### src/rtl/ripple_carry_adder.sv
// ============================================================================
// Module      : ripple_carry_adder
// Description : WIDTH-bit ripple-carry adder built from a chain of 1-bit full
//               adders. The sum and every stage carry-out are registered, so
//               results appear one clock after the operands are sampled.
// Revision    : 1.0 - initial release
// ============================================================================
`default_nettype none

module ripple_carry_adder #(
  parameter int WIDTH = 4
) (
  input  logic             clk,
  input  logic             rst,
  input  logic [WIDTH-1:0] a,
  input  logic [WIDTH-1:0] b,
  input  logic             cin,
  output logic [WIDTH-1:0] sum,
  output logic [WIDTH-1:0] cout
);

  // w_c[i] is the carry into stage i; w_c[i+1] is the carry out of stage i.
  logic [WIDTH:0]   w_c;
  logic [WIDTH-1:0] w_s;
  logic [WIDTH-1:0] w_co;

  logic [WIDTH-1:0] r_sum;
  logic [WIDTH-1:0] r_cout;

  assign w_c[0] = cin;

  // One full adder per bit; the chain is purely combinational.
  for (genvar i = 0; i < WIDTH; i++) begin : g_stage
    logic w_p;
    assign w_p      = a[i] ^ b[i];
    assign w_s[i]   = w_p ^ w_c[i];
    assign w_c[i+1] = (a[i] & b[i]) | (w_c[i] & w_p);
  end

  // Per-stage carry-outs exposed as a vector; top bit is the final carry.
  assign w_co = w_c[WIDTH:1];

  // Register the result every cycle; reset wins over the adder output.
  always_ff @(posedge clk) begin
    if (rst) begin
      r_sum  <= '0;
      r_cout <= '0;
    end else begin
      r_sum  <= w_s;
      r_cout <= w_co;
    end
  end

  assign sum  = r_sum;
  assign cout = r_cout;

endmodule

`default_nettype wire

### config.mk
export PLATFORM = sky130hd
export DESIGN_NAME = ripple_carry_adder
export DESIGN_NICKNAME = d
export VERILOG_FILES = /design/src/rtl/ripple_carry_adder.sv
export SDC_FILE = /design/constraint.sdc
export NUM_CORES = 1
export LEC_CHECK = 0
export CAP_MARGIN = 20
export CORE_AREA = 2 2 39 41
export DETAILED_ROUTE_END_ITERATION = 16
export DIE_AREA = 0 0 41 43
export PLACE_DENSITY = 0.6
export SLEW_MARGIN = 20
export SYNTH_ARGS = -nofsm -noshare
export SYNTH_HDL_FRONTEND = slang
export SYNTH_SLANG_ARGS = --single-unit
### constraint.sdc
create_clock -name clk -period 3.8 [get_ports clk]
set_clock_uncertainty 0.05 [all_clocks]
set_input_delay 1.14 -clock clk [delete_from_list [all_inputs] [get_ports clk]]
set_output_delay 1.14 -clock clk [all_outputs]
set_load 0.05 [all_outputs]
After elaboration in Yosys (flattened, before gate mapping) --
Cells that the tools add are included.
Cells by class: mux-type cells 0, $lt $le $gt $ge 0, shift-type cells 0, multiply operators 0, equality and inequality tests 0, bitwise logic cells 20, add/sub/neg operators 0, div/mod/pow operators 0, reduce and logical (&&, ||, !) cells 0
Operator list (count):
- $and 1x1->1 | 8
- $xor 1x1->1 | 8
- $or 1x1->1 | 4
Storage, ports and cells: bits in read-only memories 0, RAM bits 0, input port bits 11, register bits 8, memories 0, bits in latches 0, logic and storage cells 22

Logic depth before layout (Yosys ltp) --
word-level depth 9, mapped depth 5, gate-level depth less buffers 5

Worst setup path before layout --
No wires, ideal clock.
path kind in2reg, start input a[0], end register r_sum[3] (netlist: sum[3]), buffers on the path 0, arrival time 2.900 ns, path slack 0.736 ns, setup time 0.114 ns, stages on the path 5, cells stage by stage fa_1 > fa_1 > fa_1 > fa_1 > nor2b_1
On the way: longest elaborated chain between the ends 8, elaborated cells on any way between the ends 9, those cells by class bitwise (9)
RTL lines:
- start, declared | RTL line 15 | input logic [WIDTH-1:0] a,
- $xor 1x1->1 | RTL line 35 | assign w_p = a[i] ^ b[i];
- $and 1x1->1 | RTL line 37 | assign w_c[i+1] = (a[i] & b[i]) | (w_c[i] & w_p);
- $or 1x1->1 * | RTL line 37
- $and 1x1->1 * | RTL line 37
- $or 1x1->1 * | RTL line 37
- named net w_c[2] | RTL line 23 | logic [WIDTH:0] w_c;
- $and 1x1->1 * | RTL line 37
- $or 1x1->1 * | RTL line 37
- named net w_c[3] | RTL line 23
- $xor 1x1->1 * | RTL line 36 | assign w_s[i] = w_p ^ w_c[i];
- named net w_s[3] | RTL line 24 | logic [WIDTH-1:0] w_s;
- end signal, assigned | RTL line 49 | r_sum <= w_s;
- end, declared | RTL line 27 | logic [WIDTH-1:0] r_sum;
Mark *: on every way through the listed nets, which the timed path passes. The rest lies on a longest branch. A chain may end at the register's enable or synchronous reset.

Worst setup path after layout --
start input a[0], end register r_sum[3] (netlist: sum[3])
On the way: longest elaborated chain between the ends 8, elaborated cells on any way between the ends 9, those cells by class bitwise (9)
RTL lines (RTL line):
- $xor 1x1->1 | 35
- $and 1x1->1 | 37
- $or 1x1->1 * | 37
- named net w_c[1] | 23
- $and 1x1->1 * | 37
- $or 1x1->1 * | 37
- named net w_c[2] | 23
- $and 1x1->1 * | 37
- $or 1x1->1 * | 37
- named net w_c[3] | 23
- $xor 1x1->1 * | 36
- named net w_s[3] | 24
Marks and branches as above.

==> results <==
critical path: cells and delay by family:
family	cells	cell delay, ns
simple gates	1	0.13
fa+ha+maj	4	1.72
buf+inv	1	0.43
power breakdown:
part | internal [uW] | switching [uW] | total, uW | leakage, uW
Clock | 36.0 | 26.4 | 62.4 | 0.0000138
Sequential | 92.3 | 1.97 | 94.2 | 0.0000667
Combinational | 30.5 | 40.8 | 71.3 | 0.000115
Total | 159 | 69.2 | 228 | 0.000195
registers in the layout, summed over array words and instances (netlist names):
| signal | cells |
|---|---|
| sum | 4 |
| cout | 4 |
stage by stage:
step,hold WS (ns),util (%),area [sq um],std cells
2_1_floorplan,1.16,-,290,20
3_3_place_gp,1.83,35.4,490,54
3_5_place_dp,1.84,35.4,490,54
4_1_cts,1.58,37.1,513,57
5_1_grt,1.62,37.1,513,57
6_report,1.57,37.1,513,57
final timing paths:
kind / startpoint / end / cells after the start
setup / recovery: a[0] / sum[3] / 6
hold / removal: rst / cout[3] / 2
kinds of logic (layout without fill, tap and decap cells):
kind of cell,count (synthesis),after routing
flip-flops,8,8
adder cells (fa/ha/maj),4,4
buffers and inverters,0,21
AND/OR/NAND/NOR,8,8
Yosys cell counts:
master	n
fa_1	4
nor2b_1	8
dfxtp_1	8
cell type report:
cell class | instances | area [sq um] | area share [%]
clock buffer | 3 | 22.5 | 4.39
tap | 16 | 20.0 | 3.90
sequential | 8 | 160 | 31.2
multi-input combinational | 12 | 130 | 25.4
timing repair buffer | 18 | 180 | 35.1
metal layers:
layer | global-route usage, % | vias to the layer above
met2 | 8.75 | 19
met5 | 0 | -
met3 | 6.28 | 0
met1 | 10.2 | 89
li1 | - | 102
met4 | 8.00 | 0
==> impl_metrics.py <==
metrics = {
    "status": {
        "run_status": "finished, final reports clean",
    },
    "setup_path": {
        "crit_path_end_kind": "register",
        "path_max_fanout": 2,
        "cpMostUsedCell": "fa_1",
        "critical_path.slowest_cell": "fa_1",
        "timing_worst_setup_path_type": "primary input to register",
        "cp-start-kind": "primary input",
        "crit_path_cell_trace": "clkdlybuf4s50_1, fa_1, fa_1, fa_1, fa_1, nor2b_1",
        "worstPathRequired_ns": 3.88,
        "arrival_ns": 3.42,
        "critical-path-max-stage-delay_ns": 0.47,
    },
    "floorplan": {
        "initial_standard_cell_utilization_of_the_core_pct": 21.0,
        "die_width_um": 41,
        "num_io_pins": 19,
        "die_area_sq_um": 1760,
        "floorplan.die.height_um": 43,
        "core_region_area_sq_um": 1380,
        "fp-row-count": 14,
    },
    "cts": {
        "cts.path.max_buffers": 2,
        "cts.repair_timing.setup_buffer_count": 0,
        "cts_max_level": 1,
        "ctsRootBufferMaster": "clkbuf_4",
        "cts_repair_resize_count": 0,
        "cts_hold_buf": 0,
        "cts_made_buffers": 3,
        "clk_pin_slew_worst_paths_ns": 0.05,
        "cts_tree": "done",
        "cts.sink_count": 8,
    },
    "sta": {
        "hold_violations_final": 0,
        "maxClockFrequency_mhz": 299,
        "timing.slew.headroom_pct": 65.9,
        "post-route-min-period_ns": 3.34,
        "finalCritPeriodShare_pct": 88.0,
        "report.final.setup_viol": 0,
        "final_critical_path_setup_slack_ns": 0.456,
        "unrepaired_setup_endpoints_after_global_routing": "false",
        "timing.final.max_slew_violations": 0,
        "final.setup.tns_ns": 0,
        "worstMarginPinSlew_ns": 0.509,
    },
    "synthesis": {
        "post_synth_fa_ha_maj_area_fraction_pct": 27.6,
        "yosys-mux-area-fraction_pct": 0,
        "synth.distinct_cells": 3,
        "synthesis.yosys.warnings": 0,
        "synth_top_area_cell": "dfxtp_1",
        "synthesized_nets": 35,
        "synthesized_flop_and_latch_total": 8,
        "compound_gate_fraction_of_synth_area_pct": 0,
        "simple_gate_area_share_of_the_yosys_netlist_pct": 17.2,
        "ys_top_cells_by_area": "dfxtp_1, fa_1, nor2b_1",
        "post_synth.cell_area_avg_sq_um": 14.5,
        "yosysSeqAreaShare_pct": 55.2,
        "syn_area_sq_um": 290,
        "main_combinational_cell_family_by_area_after_synthesis": "adder cells",
        "synthXorXnorAreaFrac_pct": 0,
        "yosys.area.top_type_share_pct": 55.2,
        "postSynthCellCount": 20,
    },
    "finish": {
        "leading_cell_types_in_the_layout_fill_and_taps_excluded": "clkdlybuf4s50_1, nor2b_1, dfxtp_1",
        "fill_cells": 140,
        "post_route_cells_drive_above_1_share_pct": 7.32,
        "final_common_cell": "clkdlybuf4s50_1",
        "area_growth_syn_to_layout_pct": 76.7,
        "final_net_count": 58,
        "diodes": 0,
    },
    "placed_design": {
        "port_buffers": 18,
        "detailedPlace.worstSlack_ns": 0.165,
        "gp_routability_congestion": 0.602,
    },
    "grt": {
        "grt_antenna_before_repair": 0,
        "first_global_vias": 197,
        "gr-total-overflow": 0,
        "global_route.usage.total_pct": 8.39,
        "pin_count_of_the_biggest_net_entering_global_routing": 9,
        "wire_length_of_the_first_global_routing_pass_um": 855,
    },
    "routing": {
        "detailedRoute.firstPassIterationCount": 1,
        "routedLengthMet1_um": 215,
        "drt-initial-drc-count": 0,
        "routed_wl_um": 554,
        "met2_wirelength_um": 217,
        "route.detailed.drc": 0,
        "vias_per_cell": 3.68,
        "routedWlPerCell_um": 9.72,
        "antenna_violating_nets_post_route": 0,
        "top_layer_used": "met3",
        "dr_total_vias": 210,
        "met3_wirelength_um": 120,
    },
    "power_and_ir_drop": {
        "worst_vdd_ir_mv": 0.123,
        "pwr_density_cell_nw_per_um2": 444,
        "p_leak_uw": 0.000195,
        "total_power_uw": 228,
    },
    "min_path": {
        "class_of_the_most_critical_hold_timing_path": "primary input to register",
    },
    "run": {
        "cap_violations": 0,
    },
}
Power figures use the tool's default switching activity.
